[src/rtl/lsu_pkg.sv]
// Shared types and defaults for the load/store unit: access sizes, FSM states,
// latched request control and the alignment rule.
package lsu_pkg;

  localparam int unsigned ADDR_W_DEF = 32;
  localparam int unsigned DATA_W_DEF = 32;

  typedef enum logic [1:0] {
    SIZE_BYTE = 2'b00,
    SIZE_HALF = 2'b01,
    SIZE_WORD = 2'b10,
    SIZE_RSVD = 2'b11
  } size_e;

  typedef enum logic [2:0] {
    IDLE,
    LOAD,
    RMW_RD,
    RMW_WR,
    WRITE,
    RESP
  } state_e;

  // Request attributes still needed after the accept edge
  typedef struct packed {
    size_e size;
    logic  sign;
  } req_ctl_t;

  // Reserved size or an offset that does not match the access width
  function automatic logic misaligned(input logic [1:0] size, input logic [1:0] offset);
    case (size)
      SIZE_BYTE: return 1'b0;
      SIZE_HALF: return offset[0];
      SIZE_WORD: return offset != 2'b00;
      default:   return 1'b1;
    endcase
  endfunction

endpackage

[src/rtl/lsu_byte_lane.sv]
// Big-endian lane steering: extracts/extends a load lane and merges a store
// lane into a word (byte offset 0 lives in bits [31:24]).
module lsu_byte_lane
  import lsu_pkg::*;
(
  input  logic [31:0] word,
  input  logic [1:0]  size,
  input  logic [1:0]  offset,
  input  logic        sign_ext,
  input  logic [15:0] store_data,
  output logic [31:0] load_data,
  output logic [31:0] merge_data
);

  logic [4:0]  shamt;
  logic [31:0] mask;
  logic [31:0] lane;

  always_comb begin
    shamt      = 5'd0;
    mask       = 32'hFFFF_FFFF;
    load_data  = 32'd0;
    // Lane position counts down from the MSB as the offset grows
    case (size)
      SIZE_BYTE: begin
        shamt = {~offset, 3'b000};
        mask  = 32'h0000_00FF;
      end
      SIZE_HALF: begin
        shamt = {~offset[1], 4'b0000};
        mask  = 32'h0000_FFFF;
      end
      default: ;
    endcase
    lane = (word >> shamt) & mask;
    case (size)
      SIZE_BYTE: load_data = {{24{sign_ext & lane[7]}}, lane[7:0]};
      SIZE_HALF: load_data = {{16{sign_ext & lane[15]}}, lane[15:0]};
      default:   load_data = lane;
    endcase
    merge_data = (word & ~(mask << shamt)) | ((32'(store_data) & mask) << shamt);
  end

endmodule

[src/rtl/load_store_unit.sv]
// Single-outstanding load/store unit between a processor request port and a
// word-wide big-endian data memory; sub-word stores use read-modify-write.
module load_store_unit
  import lsu_pkg::*;
#(
  parameter int unsigned ADDR_W = ADDR_W_DEF,
  parameter int unsigned DATA_W = DATA_W_DEF
) (
  input  logic              clk,
  input  logic              rst,
  input  logic              req_valid,
  output logic              req_ready,
  input  logic              req_write,
  input  logic [1:0]        req_size,
  input  logic              req_signed,
  input  logic [ADDR_W-1:0] req_addr,
  input  logic [DATA_W-1:0] req_wdata,
  output logic              resp_valid,
  output logic [DATA_W-1:0] resp_rdata,
  output logic              resp_err,
  output logic [ADDR_W-1:0] mem_addr,
  output logic              mem_read,
  output logic              mem_write,
  output logic [DATA_W-1:0] mem_wdata,
  input  logic [DATA_W-1:0] mem_rdata
);

  state_e            state, state_nx;
  req_ctl_t          ctl_q;
  logic [ADDR_W-1:0] addr_q;
  logic [DATA_W-1:0] wdata_q;
  logic [DATA_W-1:0] word_q;
  logic [DATA_W-1:0] lane_word;
  logic [DATA_W-1:0] load_data;
  logic [DATA_W-1:0] merge_data;
  logic              accept;
  logic              req_bad;

  assign req_bad   = misaligned(req_size, req_addr[1:0]);
  assign accept    = req_valid && req_ready;
  assign lane_word = (state == RMW_WR) ? word_q : mem_rdata;

  lsu_byte_lane u_lane (
    .word       (lane_word),
    .size       (ctl_q.size),
    .offset     (addr_q[1:0]),
    .sign_ext   (ctl_q.sign),
    .store_data (wdata_q[15:0]),
    .load_data  (load_data),
    .merge_data (merge_data)
  );

  always_ff @(posedge clk) begin
    if (rst) state <= IDLE;
    else     state <= state_nx;
  end

  // Next state and strobes; everything is forced quiet while rst is high
  always_comb begin
    state_nx   = state;
    req_ready  = 1'b0;
    resp_valid = 1'b0;
    mem_read   = 1'b0;
    mem_write  = 1'b0;
    mem_addr   = '0;
    mem_wdata  = '0;
    if (!rst) begin
      case (state)
        IDLE: begin
          req_ready = 1'b1;
          if (req_valid) begin
            if (req_bad)                   state_nx = RESP;
            else if (!req_write)           state_nx = LOAD;
            else if (req_size == SIZE_WORD) state_nx = WRITE;
            else                           state_nx = RMW_RD;
          end
        end
        LOAD, RMW_RD: begin
          mem_read = 1'b1;
          mem_addr = {addr_q[ADDR_W-1:2], 2'b00};
          state_nx = (state == LOAD) ? RESP : RMW_WR;
        end
        RMW_WR: begin
          mem_write = 1'b1;
          mem_addr  = {addr_q[ADDR_W-1:2], 2'b00};
          mem_wdata = merge_data;
          state_nx  = RESP;
        end
        WRITE: begin
          mem_write = 1'b1;
          mem_addr  = {addr_q[ADDR_W-1:2], 2'b00};
          mem_wdata = wdata_q;
          state_nx  = RESP;
        end
        RESP: begin
          resp_valid = 1'b1;
          state_nx   = IDLE;
        end
        default: state_nx = IDLE;
      endcase
    end
  end

  // Request capture and response data; results are held until the next RESP
  always_ff @(posedge clk) begin
    if (rst) begin
      ctl_q      <= '0;
      addr_q     <= '0;
      wdata_q    <= '0;
      word_q     <= '0;
      resp_rdata <= '0;
      resp_err   <= 1'b0;
    end else begin
      if (accept) begin
        ctl_q   <= '{size: size_e'(req_size), sign: req_signed};
        addr_q  <= req_addr;
        wdata_q <= req_wdata;
        if (req_bad) begin
          resp_err   <= 1'b1;
          resp_rdata <= '0;
        end
      end
      case (state)
        LOAD: begin
          resp_rdata <= load_data;
          resp_err   <= 1'b0;
        end
        RMW_RD: word_q <= mem_rdata;
        RMW_WR, WRITE: begin
          resp_rdata <= '0;
          resp_err   <= 1'b0;
        end
        default: ;
      endcase
    end
  end

endmodule

[config.mk]
export PLATFORM = sky130hd
export DESIGN_NAME = load_store_unit
export DESIGN_NICKNAME = d
export VERILOG_FILES = /design/src/rtl/lsu_pkg.sv /design/src/rtl/lsu_byte_lane.sv /design/src/rtl/load_store_unit.sv
export SDC_FILE = /design/constraint.sdc
export NUM_CORES = 1
export LEC_CHECK = 0
export CORE_AREA = 5 5 178 180
export DETAILED_ROUTE_END_ITERATION = 12
export DIE_AREA = 0 0 183 185
export GPL_ROUTABILITY_DRIVEN = 1
export GPL_TIMING_DRIVEN = 1
export PLACE_DENSITY = 0.56
export SETUP_SLACK_MARGIN = 0.15
export SLEW_MARGIN = 20
export SYNTH_ARGS = -nofsm -noshare
export SYNTH_HDL_FRONTEND = slang
export SYNTH_HIERARCHICAL = 1
export SYNTH_SLANG_ARGS = --single-unit
[constraint.sdc]
create_clock -name clk -period 2.8 [get_ports clk]
set_clock_uncertainty 0.1 [all_clocks]
set_input_delay 0.7 -clock clk [delete_from_list [all_inputs] [get_ports clk]]
set_output_delay 0.7 -clock clk [all_outputs]
set_load 0.05 [all_outputs]
==> results of run 1 <==
[timing repair]
item | 4_1_cts | 5_1_grt
cloned | 5 | 3
gates resized for setup | 83 | 121
pin swaps | 18 | 49
endpoints found under the setup margin | 63 | 63
buffers inserted | 14 | 9
[power by group through the flow]
stage / Combinational [uW] / Sequential [uW] / Clock [uW]
after floorplan: 928 / 2270 / 0
after global placement: 1720 / 2180 / 0
after detailed placement: 1730 / 2180 / 0
after CTS: 1920 / 2140 / 2700
after global routing: 2190 / 2170 / 2780
final: 2070 / 2150 / 2650
[state kept, by name, indices dropped and copies added, names as in the netlist]
signal      count
ctl_q           3
wdata_q        32
resp_rdata     32
resp_err        1
word_q         32
addr_q         32
state           3
[area by class of cell]
cell class	instances	area (um^2)	area share, %
tap	396	495	3.95
multi-input combinational	601	5000	39.9
antenna	2	5.00	0.0399
inverter	5	21.3	0.170
clock buffer	21	460	3.67
sequential	135	2710	21.6
timing repair buffer	312	3620	28.9
clock inverter	11	219	1.75
[how the worst max path moves through the flow]
| stage | cells past startpoint | startpoint | slack, ps | endpoint |
|---|---|---|---|---|
| 2_1_floorplan | 5 | rst | -120 | mem_wdata[24] |
| 3_3_place_gp | 7 | mem_rdata[21] | -240 | mem_wdata[21] |
| 3_5_place_dp | 7 | mem_rdata[21] | -250 | mem_wdata[21] |
| 4_1_cts | 8 | state[2]$_SDFFE_PP0P_ | -360 | mem_wdata[19] |
| 5_1_grt | 10 | state[2]$_SDFFE_PP0P_ | -410 | mem_wdata[8] |
| 6_report | 8 | state[2]$_SDFFE_PP0P_ | -350 | mem_wdata[5] |
[routing by layer]
layer | share of wire [%] | global-route usage, % | vias to the layer above
met1 | 43 | 20.7 | 3417
met3 | 7.7 | 6.13 | 46
met5 | 0.096 | 0 | -
met4 | 2.5 | 4.83 | 6
li1 | - | - | 3437
met2 | 47 | 26.3 | 243
[logic make-up (layout without fill, tap and decap cells)]
kind of cell | after synthesis | count (layout)
xor+xnor | 1 | 1
compound gates | 189 | 189
mux | 121 | 121
buf+inv | 83 | 349
simple gates | 288 | 288
other cells | 1 | 4
flops | 135 | 135
[cell usage in the layout (no fill, tap or decap), types with 14 or more instances in the layout]
cell,netlist,routed
dfxtp_1,135,130
nor2b_1,67,67
and3_4,0,30
mux2_1,29,29
mux2i_1,15,15
nor2_4,0,14
mux2_4,0,36
clkdlybuf4s50_1,0,134
buf_4,7,84
nor2_2,3,26
a21oi_1,74,62
clkbuf_16,0,19
a22oi_2,0,28
nand2_1,107,106
a32o_1,32,32
buf_12,0,53
buf_6,7,29
mux2_2,77,41
[through the flow]
stage	setup TNS (ps)	hold slack [ps]	power (uW)	setup WS (ps)
floorplan	-1210	333	3200	-120
global route	-10720	375	7140	-408
finish	-8560	350	6860	-345
detailed placement	-4670	343	3910	-246
CTS	-9780	355	6770	-361
global placement	-4650	338	3900	-239
[critical path: stages (launching register included)]
cell and delay [ps]:
dfxtp_2 310, and3b_2 320, buf_12 140, clkbuf_16 160, mux2_4 320, mux2_4 270
a22oi_2 190, nor2_2 70, buf_6 150
==> flow_summary.ini, run 1 <==
[status]
status = complete, but fails checks
violations = setup timing

[clock_tree]
clock_tree.buffer_depth = 2
clkSinkCount = 135
tritoncts = yes
hold_buffers = 0
clk_pin_slew_ps = 60
clk_latency_ps = 430
cts-root-buf = clkbuf_16
cts_max_level = 4
numCtsBuffers = 17

[worst_hold_path]
holdPathStages = 2
holdPathEnd = resp_err$_SDFFE_PP0P_
worstHoldPathType = register to register
min_from = resp_err$_SDFFE_PP0P_

[placement]
globalplace.congestion = 0.841
dpl_cell_area_mm2 = 0.0106
portBuffers = 201
dpl.cell_count = 1418
dp_hpwl_mm = 20.3

[yosys]
yosysMostFrequentCell = dfxtp_1
synth_mux_area_share_pct = 18.3
yosysSeqAreaShare_pct = 36.9
synth_largest_area_cell = dfxtp_1
synth_area_mm2 = 0.00733
synth_top_family_by_area = simple AND/OR/NAND/NOR gates
synth_adder_area_share_pct = 0
synth_edf_count = 0
synth_top_area_share_pct = 36.9
synth_compound_area_share_pct = 18.4
synth_cell_types = 49
synth_xor_area_share_pct = 0.120
yosys_most_used_dff = dfxtp_1
syn_inst = 818
async_flop_share_pct = 0
yosys-top-cells-area = dfxtp_1 (37%), mux2_2 (12%), nor2b_1 (5.7%), nand2_1 (5.5%), a21oi_1 (5.1%)
synth.avg_cell_area_um2 = 8.96
synth-simple-area-share_pct = 20.3
yosys_warnings = 6
synth_seq_cells = 135
synthTopCellsByCount = dfxtp_1 (135), nand2_1 (107), mux2_2 (77), a21oi_1 (74), nor2b_1 (67)

[final_layout]
utilization_pct = 41.7
fin_cells = 1483
area_delta_synth_final_pct = 71.0
nFillCells = 2890
stdcell_area_mm2 = 0.0125
drive_gt1_share_pct = 40.4
layout.nets = 1175

[detailed_routing]
drcViolationCount = 0
wirelength_mm = 29.1
ant_nets = 0
vias = 7149
drtPass1Iterations = 5
wire_per_inst_um = 19.6
via_per_inst = 4.82
drt-initial-drc-count = 325

[timing]
slew_headroom_pct = 49.0
rsz0062_at_grt = yes
fin_ws_ps = -345
max_freq_mhz = 318
slew_violations = 0
period_share_pct = 112
period_minus_slack_ps = 3150
setup_violations = 32
hold_viol_final = 0
worst_slew_pin_slew_ps = 765

[worst_setup_path]
worstPathArrival_ps = 2350
r2r-end = resp_rdata[12]$_SDFFE_PP0P_
rr_worst_depth = 11
r2r_setup_slack_ps = 270
crit_required_ps = 2000
worstSetupPathType = register to primary output
critPathLaunchType = register
reg2reg_from = state[2]$_SDFFE_PP0P_
endpoint_kind = primary output
crit_fanout = 5

[global_routing]
antenna_found_initial = 5
grt_max_degree = 55
grt.overflow.total = 0
grt_util_all_layers_pct = 16.4
grt_pass1_vias = 7115
grt_pass1_wl_mm = 42.9

[floorplan]
dieWidth_um = 183
die_area_mm2 = 0.0339
boundaryPins = 204
start_util_pct = 24.4
rows = 64
core_mm2 = 0.0300
die-height_um = 185

[pwr]
netSwitchingFraction_pct = 30.9
p_int_uw = 4740
p_sw_uw = 2120
p_per_area_mw_per_mm2 = 548
p_leak_uw = 0.00488
comb_power_share_pct = 30.1
peakVddDrop_v = 0.000363
p_clk_share_pct = 38.6
seq_power_share_pct = 31.3

[flow_run]
cap_violations = 0
(Power assumes the default switching activity.)
==> run 2: changes to the inputs <==
--- a/config.mk
+++ b/config.mk
@@ -5,6 +5,7 @@
 export SDC_FILE = /design/constraint.sdc
 export NUM_CORES = 1
 export LEC_CHECK = 0
+export ABC_CLOCK_PERIOD_IN_PS = 2800
 export CORE_AREA = 5 5 178 180
 export DETAILED_ROUTE_END_ITERATION = 12
 export DIE_AREA = 0 0 183 185
==> results of run 2 <==
The final DEF is identical to that of run 1; final timing and power are the same.
